$ cat config.mk
export PLATFORM = sky130hd
export DESIGN_NAME = intersection_select
export DESIGN_NICKNAME = d
export VERILOG_FILES = /design/src/rtl/trilat_pkg.sv /design/src/rtl/sq_err_unit.sv /design/src/rtl/intersection_select.sv
export SDC_FILE = /design/constraint.sdc
export NUM_CORES = 1
export LEC_CHECK = 0
export CORE_ASPECT_RATIO = 0.5
export CORE_MARGIN = 2
export CORE_UTILIZATION = 25
export DETAILED_ROUTE_END_ITERATION = 10
export PLACE_DENSITY_LB_ADDON = 0.1
export SKIP_LAST_GASP = 1
export SYNTH_ARGS = -nofsm -noshare
export SYNTH_HDL_FRONTEND = slang
export SYNTH_SLANG_ARGS = --single-unit
$ cat constraint.sdc
create_clock -name clk -period 11.2 [get_ports clk]
set_input_delay 1.68 -clock clk [delete_from_list [all_inputs] [get_ports clk]]
set_output_delay 1.68 -clock clk [all_outputs]
set_load 0.005 [all_outputs]
$ cat src/rtl/trilat_pkg.sv
// Shared definitions for the trilateration point-selection stage.
// Width helpers let every module derive its datapath sizes from N.
package trilat_pkg;

  localparam int N_DEFAULT = 8;

  // Default-N widths; the functions below give the same values for any N.
  localparam int DIFF_W = N_DEFAULT + 3;
  localparam int SQ_W   = 2 * N_DEFAULT + 6;
  localparam int SUM_W  = 2 * N_DEFAULT + 7;
  localparam int ERR_W  = 2 * N_DEFAULT + 7;

  typedef enum logic [1:0] {
    S_IDLE,
    S_MUL,
    S_CMP,
    S_OUT
  } state_t;

  function automatic int diffWidth(input int n);
    return n + 3;
  endfunction

  function automatic int sqWidth(input int n);
    return 2 * n + 6;
  endfunction

  function automatic int sumWidth(input int n);
    return 2 * n + 7;
  endfunction

  function automatic int errWidth(input int n);
    return 2 * n + 7;
  endfunction

endpackage

$ cat src/rtl/sq_err_unit.sv
// Shared squarer plus product registers and absolute-residual logic.
// One product is registered per enabled cycle, selected by the step index.
import trilat_pkg::*;

module sq_err_unit #(
  parameter int N = N_DEFAULT
) (
  input  logic                       clk,
  input  logic                       rst,
  input  logic                       i_mulEn,
  input  logic [2:0]                 i_step,
  input  logic signed [N+1:0]        i_x1,
  input  logic signed [N+1:0]        i_y1,
  input  logic signed [N+1:0]        i_x2,
  input  logic signed [N+1:0]        i_y2,
  input  logic signed [N-1:0]        i_xM,
  input  logic signed [N-1:0]        i_yM,
  input  logic [N:0]                 i_rM,
  output logic [errWidth(N)-1:0]     o_err1,
  output logic [errWidth(N)-1:0]     o_err2
);

  localparam int DW   = diffWidth(N);
  localparam int SW   = sqWidth(N);
  localparam int SUMW = sumWidth(N);
  localparam int EW   = errWidth(N);
  localparam int RSW  = 2 * N + 2;
  localparam int RESW = 2 * N + 8;

  logic signed [DW-1:0]   w_dx1, w_dy1, w_dx2, w_dy2;
  logic signed [DW-1:0]   w_mulOp;
  logic signed [SW-1:0]   w_product;
  logic [SW-1:0]          r_sqDx1, r_sqDy1, r_sqDx2, r_sqDy2;
  logic [RSW-1:0]         r_sqR;
  logic [SUMW-1:0]        w_sum1, w_sum2;
  logic signed [RESW-1:0] w_res1, w_res2;
  logic signed [RESW-1:0] w_abs1, w_abs2;

  assign w_dx1 = {i_x1[N+1], i_x1} - {{3{i_xM[N-1]}}, i_xM};
  assign w_dy1 = {i_y1[N+1], i_y1} - {{3{i_yM[N-1]}}, i_yM};
  assign w_dx2 = {i_x2[N+1], i_x2} - {{3{i_xM[N-1]}}, i_xM};
  assign w_dy2 = {i_y2[N+1], i_y2} - {{3{i_yM[N-1]}}, i_yM};

  // Step 5 keeps rM on the multiplier but writes nothing back.
  always_comb begin
    w_mulOp = '0;
    case (i_step)
      3'd0:    w_mulOp = w_dx1;
      3'd1:    w_mulOp = w_dy1;
      3'd2:    w_mulOp = w_dx2;
      3'd3:    w_mulOp = w_dy2;
      default: w_mulOp = {2'b00, i_rM};
    endcase
  end

  assign w_product = w_mulOp * w_mulOp;

  always_ff @(posedge clk or posedge rst) begin
    if (rst) begin
      r_sqDx1 <= '0;
      r_sqDy1 <= '0;
      r_sqDx2 <= '0;
      r_sqDy2 <= '0;
      r_sqR   <= '0;
    end else if (i_mulEn) begin
      case (i_step)
        3'd0:    r_sqDx1 <= w_product;
        3'd1:    r_sqDy1 <= w_product;
        3'd2:    r_sqDx2 <= w_product;
        3'd3:    r_sqDy2 <= w_product;
        3'd4:    r_sqR   <= w_product[RSW-1:0];
        default: ;
      endcase
    end
  end

  assign w_sum1 = {1'b0, r_sqDx1} + {1'b0, r_sqDy1};
  assign w_sum2 = {1'b0, r_sqDx2} + {1'b0, r_sqDy2};

  // Residual is widened by one bit so the signed difference never wraps.
  assign w_res1 = $signed({1'b0, w_sum1}) - $signed({6'b0, r_sqR});
  assign w_res2 = $signed({1'b0, w_sum2}) - $signed({6'b0, r_sqR});

  assign w_abs1 = w_res1[RESW-1] ? -w_res1 : w_res1;
  assign w_abs2 = w_res2[RESW-1] ? -w_res2 : w_res2;

  assign o_err1 = w_abs1[EW-1:0];
  assign o_err2 = w_abs2[EW-1:0];

endmodule

$ cat src/rtl/intersection_select.sv
// Picks whichever circle-intersection candidate best fits the third anchor.
// Handshaked: capture, six shared-multiplier steps, compare, hold result.
import trilat_pkg::*;

module intersection_select #(
  parameter int N = N_DEFAULT
) (
  input  logic                   clk,
  input  logic                   rst,
  input  logic                   in_valid,
  output logic                   in_ready,
  input  logic signed [N+1:0]    x1P,
  input  logic signed [N+1:0]    y1P,
  input  logic signed [N+1:0]    x2P,
  input  logic signed [N+1:0]    y2P,
  input  logic signed [N-1:0]    xM,
  input  logic signed [N-1:0]    yM,
  input  logic [N:0]             rM,
  output logic                   out_valid,
  input  logic                   out_ready,
  output logic signed [N+1:0]    xS,
  output logic signed [N+1:0]    yS,
  output logic                   sel,
  output logic [errWidth(N)-1:0] err
);

  localparam int EW = errWidth(N);

  state_t              r_state;
  logic [2:0]          r_step;
  logic                r_inReady;
  logic                r_outValid;
  logic signed [N+1:0] r_x1, r_y1, r_x2, r_y2;
  logic signed [N-1:0] r_xM, r_yM;
  logic [N:0]          r_rM;
  logic signed [N+1:0] r_xS, r_yS;
  logic                r_sel;
  logic [EW-1:0]       r_err;
  logic                w_mulEn;
  logic [EW-1:0]       w_err1, w_err2;

  assign w_mulEn = (r_state == S_MUL);

  sq_err_unit #(.N(N)) u_sqErr (
    .clk     (clk),
    .rst     (rst),
    .i_mulEn (w_mulEn),
    .i_step  (r_step),
    .i_x1    (r_x1),
    .i_y1    (r_y1),
    .i_x2    (r_x2),
    .i_y2    (r_y2),
    .i_xM    (r_xM),
    .i_yM    (r_yM),
    .i_rM    (r_rM),
    .o_err1  (w_err1),
    .o_err2  (w_err2)
  );

  // in_ready is registered so it stays low through reset and rises one edge later.
  always_ff @(posedge clk or posedge rst) begin
    if (rst) begin
      r_state    <= S_IDLE;
      r_step     <= '0;
      r_inReady  <= 1'b0;
      r_outValid <= 1'b0;
      r_x1       <= '0;
      r_y1       <= '0;
      r_x2       <= '0;
      r_y2       <= '0;
      r_xM       <= '0;
      r_yM       <= '0;
      r_rM       <= '0;
      r_xS       <= '0;
      r_yS       <= '0;
      r_sel      <= 1'b0;
      r_err      <= '0;
    end else begin
      case (r_state)
        S_IDLE: begin
          if (in_valid && r_inReady) begin
            r_x1      <= x1P;
            r_y1      <= y1P;
            r_x2      <= x2P;
            r_y2      <= y2P;
            r_xM      <= xM;
            r_yM      <= yM;
            r_rM      <= rM;
            r_step    <= '0;
            r_inReady <= 1'b0;
            r_state   <= S_MUL;
          end else begin
            r_inReady <= 1'b1;
          end
        end
        S_MUL: begin
          if (r_step == 3'd5) begin
            r_step  <= '0;
            r_state <= S_CMP;
          end else begin
            r_step <= r_step + 3'd1;
          end
        end
        S_CMP: begin
          // Ties favour point 1.
          if (w_err1 <= w_err2) begin
            r_xS  <= r_x1;
            r_yS  <= r_y1;
            r_sel <= 1'b0;
            r_err <= w_err1;
          end else begin
            r_xS  <= r_x2;
            r_yS  <= r_y2;
            r_sel <= 1'b1;
            r_err <= w_err2;
          end
          r_outValid <= 1'b1;
          r_state    <= S_OUT;
        end
        S_OUT: begin
          if (out_ready) begin
            r_outValid <= 1'b0;
            r_inReady  <= 1'b1;
            r_state    <= S_IDLE;
          end
        end
        default: r_state <= S_IDLE;
      endcase
    end
  end

  assign in_ready  = r_inReady;
  assign out_valid = r_outValid;
  assign xS        = r_xS;
  assign yS        = r_yS;
  assign sel       = r_sel;
  assign err       = r_err;

endmodule

==> impl_results.md <==
- Synthesized cell area: 19590 um^2
- Post-synth top cells: inv_1, dfrtp_1, nand2_1
- Synth Area in Adders: 23.74%
- Post-synthesis sequential area ratio: 27.72%
- Reg2reg setup slack: 1.71 ns
- Final core occ: 29.21%
- Via count: 14740
- Die Wd: 399.9 um
- Period minus WS final: 9.489 ns
- MaxCap Viol Count: 0
- Layout overhead on the synthesized area: 15.39%
- Clk buf depth: 3
- CTS clk-pin slew, worst paths: 0.06 ns
- Initial antenna violation count: 1
- Sequential cell area: 5430 um^2
- Final Cycle Share: 84.72%
- Hold Path Class: register to register
- Worst-path maximum fanout: 15
- Synth top area share: 27.72%
- Sum of negative setup slack: 0 ns
- Crit path largest cell delay: 0.72 ns
- Synthesized netlist cell count: 2151
- Max Clock Freq: 105.4 MHz
- CORE AREA: 77380 um^2
- Reg2Reg Depth: 32
- Async set-reset flop share out of synthesis: 100.0%
- Final Instance Area: 22600 um^2
- H-tree levels: 1
- Worst slew margin: 28.00%
- Die ar.: 80740 um^2
- Placer Congestion: 0.7904
- Wire length per cell: 17.51 um
- Placed Area: 21830 um^2
- Synth Area in Simple Gates: 13.58%
- I/O Pins: 115
- Vias in the first global route: 15190
- # port buffers: 114
- Xor/xnor cell area share of the yosys netlist: 3.775%
- First-pass GRT wire length: 91.29 mm
- GRT Resource Usage Total: 14.44%
- Crit path required time: 11.62 ns
- Complex-gate fraction of the synthesized area: 15.80%
- CP arrival: 9.91 ns
- Post-CTS Resized: 0
- Postcts setup bufs: 0
- Critical Path Most Common Cell: inv_1
- Die H: 201.9 um
- Largest family of logic cells by synthesized area: adder cells
- Hold Path Depth: 2
- Final hold vios: 0
- EDFF count, synth: 0
- DRT iter0 DRCs: 837
- DRT Wirelength: 57.52 mm
- First-pass detailed-route iteration total: 6
- # rows: 72
- Syn_area_per_cell: 9.106 um^2
- Worst Skew: 0.01578 ns
- DRC: 0
- Cell variety after synth: 102
- Root buffer cell: clkbuf_16
- Yosys Warn Count: 0
- Number of clock sinks: 217
- Largest net degree at the start of global routing: 96
- Final Max Slew Viols: 0
- Register bit total from synthesis: 217
- WS Path Type: register to register
- CTS Buf Count: 25
- Count leader, synth: inv_1
- Slowest-stage cell, CP: fa_1
- Run status: complete, no violations
- Cell accounting for the most synthesized area: dfrtp_1
- Number of antenna diodes: 0
- Antenna Violating Nets Remaining: 0
- Initial Util: 25.31%
- Via density: 4.484
- Area of the multi-input gates: 12520 um^2
- FILL cells: 8249
- Critical path launch point type: register
- Post-CTS Hold Buffers: 0
- Main area contributors after synthesis: dfrtp_1, fa_1, ha_1, inv_1, mux2_2
- CTS tree: yes
- RSZ-0062 raised after global routing: false
- Skew-Pair Late Insertion Delay: 0.57 ns
- Nets: 2589
- Slew @ Worst Pin: 1.080 ns
- Final setup fails: 0
- Share of cells above drive strength 1: 9.778%
- Critical path endpoint category: register
- Grt ovf: 0
- Post-synthesis mux area share: 6.848%
- Post-DP HPWL: 46.04 mm
- Prevailing post-synth register cell: dfrtp_1
[layout by cell type, fill, tap and decap left out, types with 26 or more instances in the layout]
cell / count
inv_1: 349
dfrtp_1: 217
nand2_1: 175
o21ai_0: 157
ha_1: 145
fa_1: 141
nor2_1: 127
clkdlybuf4s50_1: 114
a21oi_1: 97
mux2_2: 96
xnor2_1: 45
nor3_1: 40
a21o_1: 35
nand3_1: 33
xor2_1: 32
mux2i_1: 26
[cells by family (layout without fill, tap and decap cells)]
kind of cell	count (synthesis)	count (layout)
fa+ha+maj	287	287
xor+xnor	81	81
simple gates	545	545
mux	122	122
buf+inv	428	526
flops	217	217
compound gates	470	470
other cells	1	2
[registers in the layout, summed over array words and instances (netlist names), 17 cells and up]
register         flops
u_sqErr.r_sqR       17
u_sqErr.r_sqDy1     21
u_sqErr.r_sqDx1     21
err                 23
u_sqErr.r_sqDx2     21
u_sqErr.r_sqDy2     21
[final timing paths]
path                                     start                   to
min                        u_sqErr.r_sqDy2[15]  u_sqErr.r_sqDy2[15]
max in group asynchronous                  rst              r_yM[0]
max                                  r_step[0]  u_sqErr.r_sqDy1[20]
max reg2reg                          r_step[0]  u_sqErr.r_sqDy1[20]
min reg2reg                u_sqErr.r_sqDy2[15]  u_sqErr.r_sqDy2[15]
min in group asynchronous                  rst                xS[9]
[metrics by stage]
step,cells,setup WS [ns],hold WS [ns]
after CTS,3286,1.685,0.4844
after global routing,3286,0.8138,0.4997
after global placement,3242,1.935,0.4609
after detailed placement,3242,1.705,0.4702
after floorplan,2152,2.733,0.4498
final,3286,1.711,0.4767
[layer usage]
| metal | vias to the layer above | global-route usage (%) | part of all wire (%) |
|---|---|---|---|
| met5 | - | 0 | 0 |
| met4 | 0 | 2.175 | 1.3 |
| met3 | 46 | 1.709 | 2.7 |
| met2 | 185 | 23.30 | 46 |
| met1 | 7138 | 20.99 | 50 |
| li1 | 7367 | - | - |
[critical path, delay by kind of cell (launching register included)]
family	cells	cell delay (ns)
adder cells (fa/ha/maj)	7	3.49
AO/OA/AOI/OAI	12	2.11
AND/OR/NAND/NOR	4	1.48
buffers and inverters	7	0.95
flip-flops	1	0.45
XOR/XNOR	1	0.44
multiplexers	1	0.42
[layout make-up]
cell class	count	share of cell area (%)
inverter	353	5.896
sequential	217	24.03
tap	1036	5.735
multi-input combinational	1507	55.38
timing repair buffer	129	5.547
clock buffer	38	3.250
clock inverter	6	0.1661
Power is left out: the tool's default activity adds up to more than one toggle a clock period on the data nets, which glitch-free logic cannot reach.
